===== config.mk =====
export PLATFORM = sky130hd
export DESIGN_NAME = alu_share_arbiter
export DESIGN_NICKNAME = d
export VERILOG_FILES = /design/src/rtl/alu_pkg.sv /design/src/rtl/alu_share_arbiter_rr_pick.sv /design/src/rtl/alu_share_arbiter.sv
export SDC_FILE = /design/constraint.sdc
export NUM_CORES = 1
export LEC_CHECK = 0
export ABC_AREA = 1
export BUFFER_PORTS_ARGS = -buffer_cell sky130_fd_sc_hd__buf_2
export CAP_MARGIN = 10
export CORE_AREA = 2 2 121 123
export CTS_CLUSTER_SIZE = 8
export DETAILED_ROUTE_END_ITERATION = 8
export DIE_AREA = 0 0 123 125
export SYNTH_ARGS = -nofsm -noshare
export SYNTH_HDL_FRONTEND = slang
export SYNTH_SLANG_ARGS = --single-unit

===== constraint.sdc =====
create_clock -name clk -period 1.8 [get_ports clk]
set_input_delay 0.45 -clock clk [delete_from_list [all_inputs] [get_ports clk]]
set_output_delay 0.45 -clock clk [all_outputs]
set_load 0.03 [all_outputs]

===== src/rtl/alu_pkg.sv =====
// Shared ALU definitions: default widths, opcode encodings and a sizing helper
// used by the operand-sharing arbiter and its round-robin picker.
package alu_pkg;

   localparam int ALU_DATA_WIDTH    = 32;
   localparam int ALU_OPCODE_LENGTH = 4;

   localparam logic [3:0] ALU_AND = 4'b0000;
   localparam logic [3:0] ALU_OR  = 4'b0001;
   localparam logic [3:0] ALU_ADD = 4'b0010;
   localparam logic [3:0] ALU_SUB = 4'b0011;
   localparam logic [3:0] ALU_SLL = 4'b0100;
   localparam logic [3:0] ALU_SRL = 4'b0101;
   localparam logic [3:0] ALU_SRA = 4'b0111;
   localparam logic [3:0] ALU_EQ  = 4'b1000;
   localparam logic [3:0] ALU_NE  = 4'b1001;
   localparam logic [3:0] ALU_LT  = 4'b1011;
   localparam logic [3:0] ALU_XOR = 4'b1101;
   localparam logic [3:0] ALU_GE  = 4'b1111;

   // Index width for n requesters, never narrower than one bit.
   function automatic int idx_width(input int n);
      return (n > 1) ? $clog2(n) : 1;
   endfunction

endpackage


===== src/rtl/alu_share_arbiter_rr_pick.sv =====
// Combinational round-robin picker: first eligible index at or after ptr,
// found by rotating a doubled request vector and priority-encoding it.
module rr_pick
   import alu_pkg::*;
#(
   parameter  int NUM_REQ = 2,
   localparam int IDX_W   = idx_width(NUM_REQ)
) (
   input  logic [NUM_REQ-1:0] elig,
   input  logic [IDX_W-1:0]   ptr,
   output logic [NUM_REQ-1:0] gnt,
   output logic [IDX_W-1:0]   idx,
   output logic               any
);

   localparam logic [IDX_W:0] NUM_REQ_W = (IDX_W+1)'(NUM_REQ);

   logic [NUM_REQ-1:0] rot;
   logic [IDX_W-1:0]   off;
   logic [IDX_W:0]     sum;
   logic               found;

   // rot[k] is requester (ptr + k) mod NUM_REQ.
   always_comb begin
      rot   = NUM_REQ'({elig, elig} >> ptr);
      any   = |rot;
      off   = '0;
      found = 1'b0;
      for (int k = 0; k < NUM_REQ; k++) begin
         if (rot[k] && !found) begin
            found = 1'b1;
            off   = IDX_W'(k);
         end
      end
   end

   always_comb begin
      sum = {1'b0, ptr} + {1'b0, off};
      if (sum >= NUM_REQ_W) begin
         sum = sum - NUM_REQ_W;
      end
      idx = any ? sum[IDX_W-1:0] : '0;
      gnt = '0;
      if (any) begin
         gnt[idx] = 1'b1;
      end
   end

endmodule


===== src/rtl/alu_share_arbiter.sv =====
// Shares one combinational ALU among NUM_REQ valid/ready requesters, granting
// round-robin and registering each result in a per-requester response slot.
module alu_share_arbiter
   import alu_pkg::*;
#(
   parameter  int DATA_WIDTH    = ALU_DATA_WIDTH,
   parameter  int OPCODE_LENGTH = ALU_OPCODE_LENGTH,
   parameter  int NUM_REQ       = 2,
   localparam int IDX_W         = idx_width(NUM_REQ)
) (
   input  logic                             clk,
   input  logic                             rst_n,
   input  logic                             flush,
   input  logic [NUM_REQ-1:0]               req_valid,
   output logic [NUM_REQ-1:0]               req_ready,
   input  logic [NUM_REQ*DATA_WIDTH-1:0]    req_srca,
   input  logic [NUM_REQ*DATA_WIDTH-1:0]    req_srcb,
   input  logic [NUM_REQ*OPCODE_LENGTH-1:0] req_op,
   output logic [NUM_REQ-1:0]               rsp_valid,
   input  logic [NUM_REQ-1:0]               rsp_ready,
   output logic [NUM_REQ*DATA_WIDTH-1:0]    rsp_data,
   output logic [DATA_WIDTH-1:0]            alu_srca,
   output logic [DATA_WIDTH-1:0]            alu_srcb,
   output logic [OPCODE_LENGTH-1:0]         alu_op,
   input  logic [DATA_WIDTH-1:0]            alu_result,
   output logic [IDX_W-1:0]                 grant_idx
);

   // Handshake: a request transfers when req_valid[i] && req_ready[i];
   // a result transfers when rsp_valid[i] && rsp_ready[i]. req_ready depends
   // combinationally on req_valid/rsp_ready, so req_valid must not depend on req_ready.

   logic [NUM_REQ-1:0]            rsp_valid_q, rsp_valid_d;
   logic [NUM_REQ*DATA_WIDTH-1:0] rsp_data_q,  rsp_data_d;
   logic [IDX_W-1:0]              rr_ptr_q,    rr_ptr_d;

   logic [NUM_REQ-1:0] elig;
   logic [NUM_REQ-1:0] gnt;
   logic [IDX_W-1:0]   gnt_idx;
   logic               gnt_any;

   // A full slot that is not draining is skipped so other requesters keep flowing.
   always_comb begin
      elig = req_valid & (~rsp_valid_q | rsp_ready);
      if (flush || !rst_n) begin
         elig = '0;
      end
   end

   rr_pick #(
      .NUM_REQ (NUM_REQ)
   ) u_rr_pick (
      .elig (elig),
      .ptr  (rr_ptr_q),
      .gnt  (gnt),
      .idx  (gnt_idx),
      .any  (gnt_any)
   );

   assign req_ready = gnt;
   assign grant_idx = gnt_idx;

   always_comb begin
      alu_srca = '0;
      alu_srcb = '0;
      alu_op   = '0;
      for (int i = 0; i < NUM_REQ; i++) begin
         if (gnt[i]) begin
            alu_srca = req_srca[i*DATA_WIDTH +: DATA_WIDTH];
            alu_srcb = req_srcb[i*DATA_WIDTH +: DATA_WIDTH];
            alu_op   = req_op[i*OPCODE_LENGTH +: OPCODE_LENGTH];
         end
      end
   end

   // A grant to a draining slot refills it in the same edge, so no bubble.
   always_comb begin
      rsp_valid_d = rsp_valid_q;
      rsp_data_d  = rsp_data_q;
      for (int i = 0; i < NUM_REQ; i++) begin
         if (flush) begin
            rsp_valid_d[i] = 1'b0;
         end else if (gnt[i]) begin
            rsp_valid_d[i]                         = 1'b1;
            rsp_data_d[i*DATA_WIDTH +: DATA_WIDTH] = alu_result;
         end else if (rsp_valid_q[i] && rsp_ready[i]) begin
            rsp_valid_d[i] = 1'b0;
         end
      end
   end

   always_comb begin
      rr_ptr_d = rr_ptr_q;
      if (flush) begin
         rr_ptr_d = '0;
      end else if (gnt_any) begin
         rr_ptr_d = (gnt_idx == IDX_W'(NUM_REQ - 1)) ? '0 : gnt_idx + 1'b1;
      end
   end

   always_ff @(posedge clk or negedge rst_n) begin
      if (!rst_n) begin
         rsp_valid_q <= '0;
         rsp_data_q  <= '0;
         rr_ptr_q    <= '0;
      end else begin
         rsp_valid_q <= rsp_valid_d;
         rsp_data_q  <= rsp_data_d;
         rr_ptr_q    <= rr_ptr_d;
      end
   end

   assign rsp_valid = rsp_valid_q;
   assign rsp_data  = rsp_data_q;

endmodule


==> flow_summary.ini <==
[run_status]
status = finished with violations
violations = setup timing

[pwr]
ir_drop_uv = 507.6
p_int_w = 0.003818
p_sw_share_pct = 37.00
power_frac_seq_pct = 31.6
p_switching_w = 0.002243
power.leakage_nw = 4.086
clkPwrFrac_pct = 32.5
power_frac_comb_pct = 35.9
power.density_nw_per_um2 = 787.4

[timing]
setup_ws_ns = -0.3621
fin_crit_ns = 2.162
tightest_slew_ns = 0.8798
slew_violations = 0
rsz0062_at_grt = true
post-route-period-util_pct = 120.1
setup_tns_ns = -22.83
fmax_mhz = 462.5
setup_violations = 71
fin_skew_ns = 0.01373
slew_headroom_pct = 41.35
report.final.hold_viol_count = 0

[synthesis]
synth_area_leaders = dfrtp_1 44%, nand3_1 26%, nand2_1 20%
ys_seq_area_share_pct = 44.17
syn_inst = 539
synth-seq-cells = 67
synth_cell_type_count = 12
syn_nets = 714
synth_warnings = 0
yosys.area.top_type = dfrtp_1
synth.top_cell.area_share_pct = 44.17
synth.avg_cell_area_um2 = 7.043
syn_area_um2 = 3796

[global_route]
grt_max_degree = 68
antenna_found_initial = 1
grt_pass1_wl_mm = 26.05
grtUsageTotal_pct = 21.31
grt_overflow = 0
grt_pass1_vias = 4985

[cts]
cts_hold_buf = 0
cts_tree = yes
htreeDepth = 3
cts-root-buf = clkbuf_16
clk_latency_ns = 0.33
clkTransAtPathRegs_ns = 0.06
cts.path.max_buffers = 2
cts.sinks = 67
cts_buffers = 9

[detailed_routing]
drt_wl_total_mm = 19.27
postRouteAntennaNets = 0
vias = 5381
drtPass1Iterations = 5
wire_per_inst_um = 18.07
vias_per_cell = 5.048
drc = 0
first_iter_violations = 344

[cells_and_area]
final_area_um2 = 7697
fin_nets = 1050
drive_above_1_share_pct = 61.36
post-route-util_pct = 54.19
area_growth_pct = 102.8

[floorplanning]
core-area_um2 = 14200
fp.dieW_um = 123
num_rows = 44
start_util_pct = 26.73
dieArea_um2 = 15380
die_h_um = 125
io_pins = 312

[critical_path]
cp_max_fo = 8
critPathCaptureType = output pin
crit_type = reg2out
crit_path_start_kind = flip-flop
critPathRequiredTime_ns = 1.35
crit_arrival_ns = 1.71

[min_path]
hp-class = in2async

[run]
cap_violations = 0

[placed_design]
hpwl_mm = 11.80
port_buffers = 311
dpl_cell_area_um2 = 5863
place_congestion = 0.8368
cell families (layout without fill, tap and decap cells):
| family | Yosys count | in the layout | share of synthesized area (%) |
|---|---|---|---|
| compound gates | 1 | 1 | 0.1317 |
| buf+inv | 59 | 400 | 8.009 |
| flops | 67 | 67 | 44.17 |
| simple gates | 412 | 412 | 47.69 |
| other cells | 0 | 2 | 0 |
power groups by stage:
stage	Sequential (W)	Clock, W	Combinational, W
after floorplan	0.00248	0	0.000593
after global placement	0.00193	0	0.00187
after detailed placement	0.00194	0	0.00189
after CTS	0.00191	0.00201	0.00202
after global routing	0.00195	0.00209	0.00232
final	0.00191	0.00197	0.00218
Yosys cell counts:
master,instances
nor2_1,2
nand3_1,201
inv_2,1
clkbuf_1,9
buf_4,12
dfrtp_1,67
nand4_1,2
nand2_1,204
buf_2,30
o21ai_0,1
inv_1,7
nor2_2,3
cells in the final DEF, fill, tap and decap left out, types with 5 or more instances in the layout:
| cell | Yosys | routed |
|---|---|---|
| buf_2 | 30 | 240 |
| nand3_1 | 201 | 135 |
| nand2_1 | 204 | 130 |
| buf_6 | 0 | 86 |
| nand2_2 | 0 | 70 |
| dfrtp_1 | 67 | 65 |
| nand3_2 | 0 | 53 |
| buf_4 | 12 | 20 |
| clkbuf_16 | 0 | 19 |
| nand3_4 | 0 | 13 |
| buf_12 | 0 | 10 |
| buf_8 | 0 | 7 |
| inv_1 | 7 | 5 |
worst paths after layout:
path / from / to / slack [ns] / cells past startpoint
worst max-delay path: rsp_valid[0] / alu_srcb[9] / -0.36 / 8
max in group asynchronous: rst_n / rsp_valid[0] / 0.85 / 2
worst min register to register: rsp_data[4] / rsp_data[4] / 0.46 / 2
min in group clk: alu_result[31] / rsp_data[63] / 0.37 / 3
worst max register to register: rsp_valid[0] / rsp_valid[1] / 0.14 / 8
worst min-delay path: rst_n / rsp_data[3] / 0.34 / 2
through the flow:
| stage | cells | setup slack [ns] | total power [W] | hold slack, ns |
|---|---|---|---|---|
| 6_report | 1066 | -0.3621 | 0.006061 | 0.3407 |
| 5_1_grt | 1065 | -0.4462 | 0.006359 | 0.3673 |
| 4_1_cts | 1043 | -0.3434 | 0.005953 | 0.3569 |
| 3_5_place_dp | 1017 | -0.3337 | 0.003822 | 0.4534 |
| 3_3_place_gp | 1017 | -0.3195 | 0.003804 | 0.4485 |
| 2_1_floorplan | 539 | -0.07290 | 0.003075 | 0.1544 |
state kept, by name, indices dropped and copies added, names as in the netlist:
| signal | cells |
|---|---|
| rr_ptr_q | 1 |
| rsp_data | 64 |
| rsp_valid | 2 |
layout make-up:
type                    count  area [um2]
multi-input cells         413        2459
clock inverters             6       93.84
diodes                      2       5.005
flip-flops and latches     67        1679
fillers                  1300        6506
inverters                   8       33.78
well taps                 184       230.2
repair buffers            376        2958
clock buffers              10       239.0
critical path, stage by stage, from the launching register on:
cell     delay, ns
dfrtp_2       0.41
nand2_2       0.08
nand2_2       0.07
nor2_4        0.19
buf_12        0.18
buf_12        0.15
nand3_2       0.08
nand2_2       0.09
buf_6         0.13
routing by layer:
layer / wire length (um) / share of wire [%] / up-vias / global-route usage, %
met3: 1131 / 5.9 / 43 / 3.878
li1: - / - / 2472 / -
met5: 0 / 0 / - / 0
met4: 571 / 3.0 / 0 / 6.885
met2: 9779 / 51 / 265 / 35.72
met1: 7785 / 40 / 2601 / 27.56
timing repair:
| item | 4_1_cts | 5_1_grt |
|---|---|---|
| gates resized for setup | 154 | 114 |
| buffers inserted | 8 | 9 |
| pin swaps | 11 | 70 |
| endpoints found under the hold margin | 0 | 0 |
| setup endpoints to repair | 72 | 97 |
| gates cloned | 3 | 12 |
No activity file was read; power rests on OpenSTA's default activity.
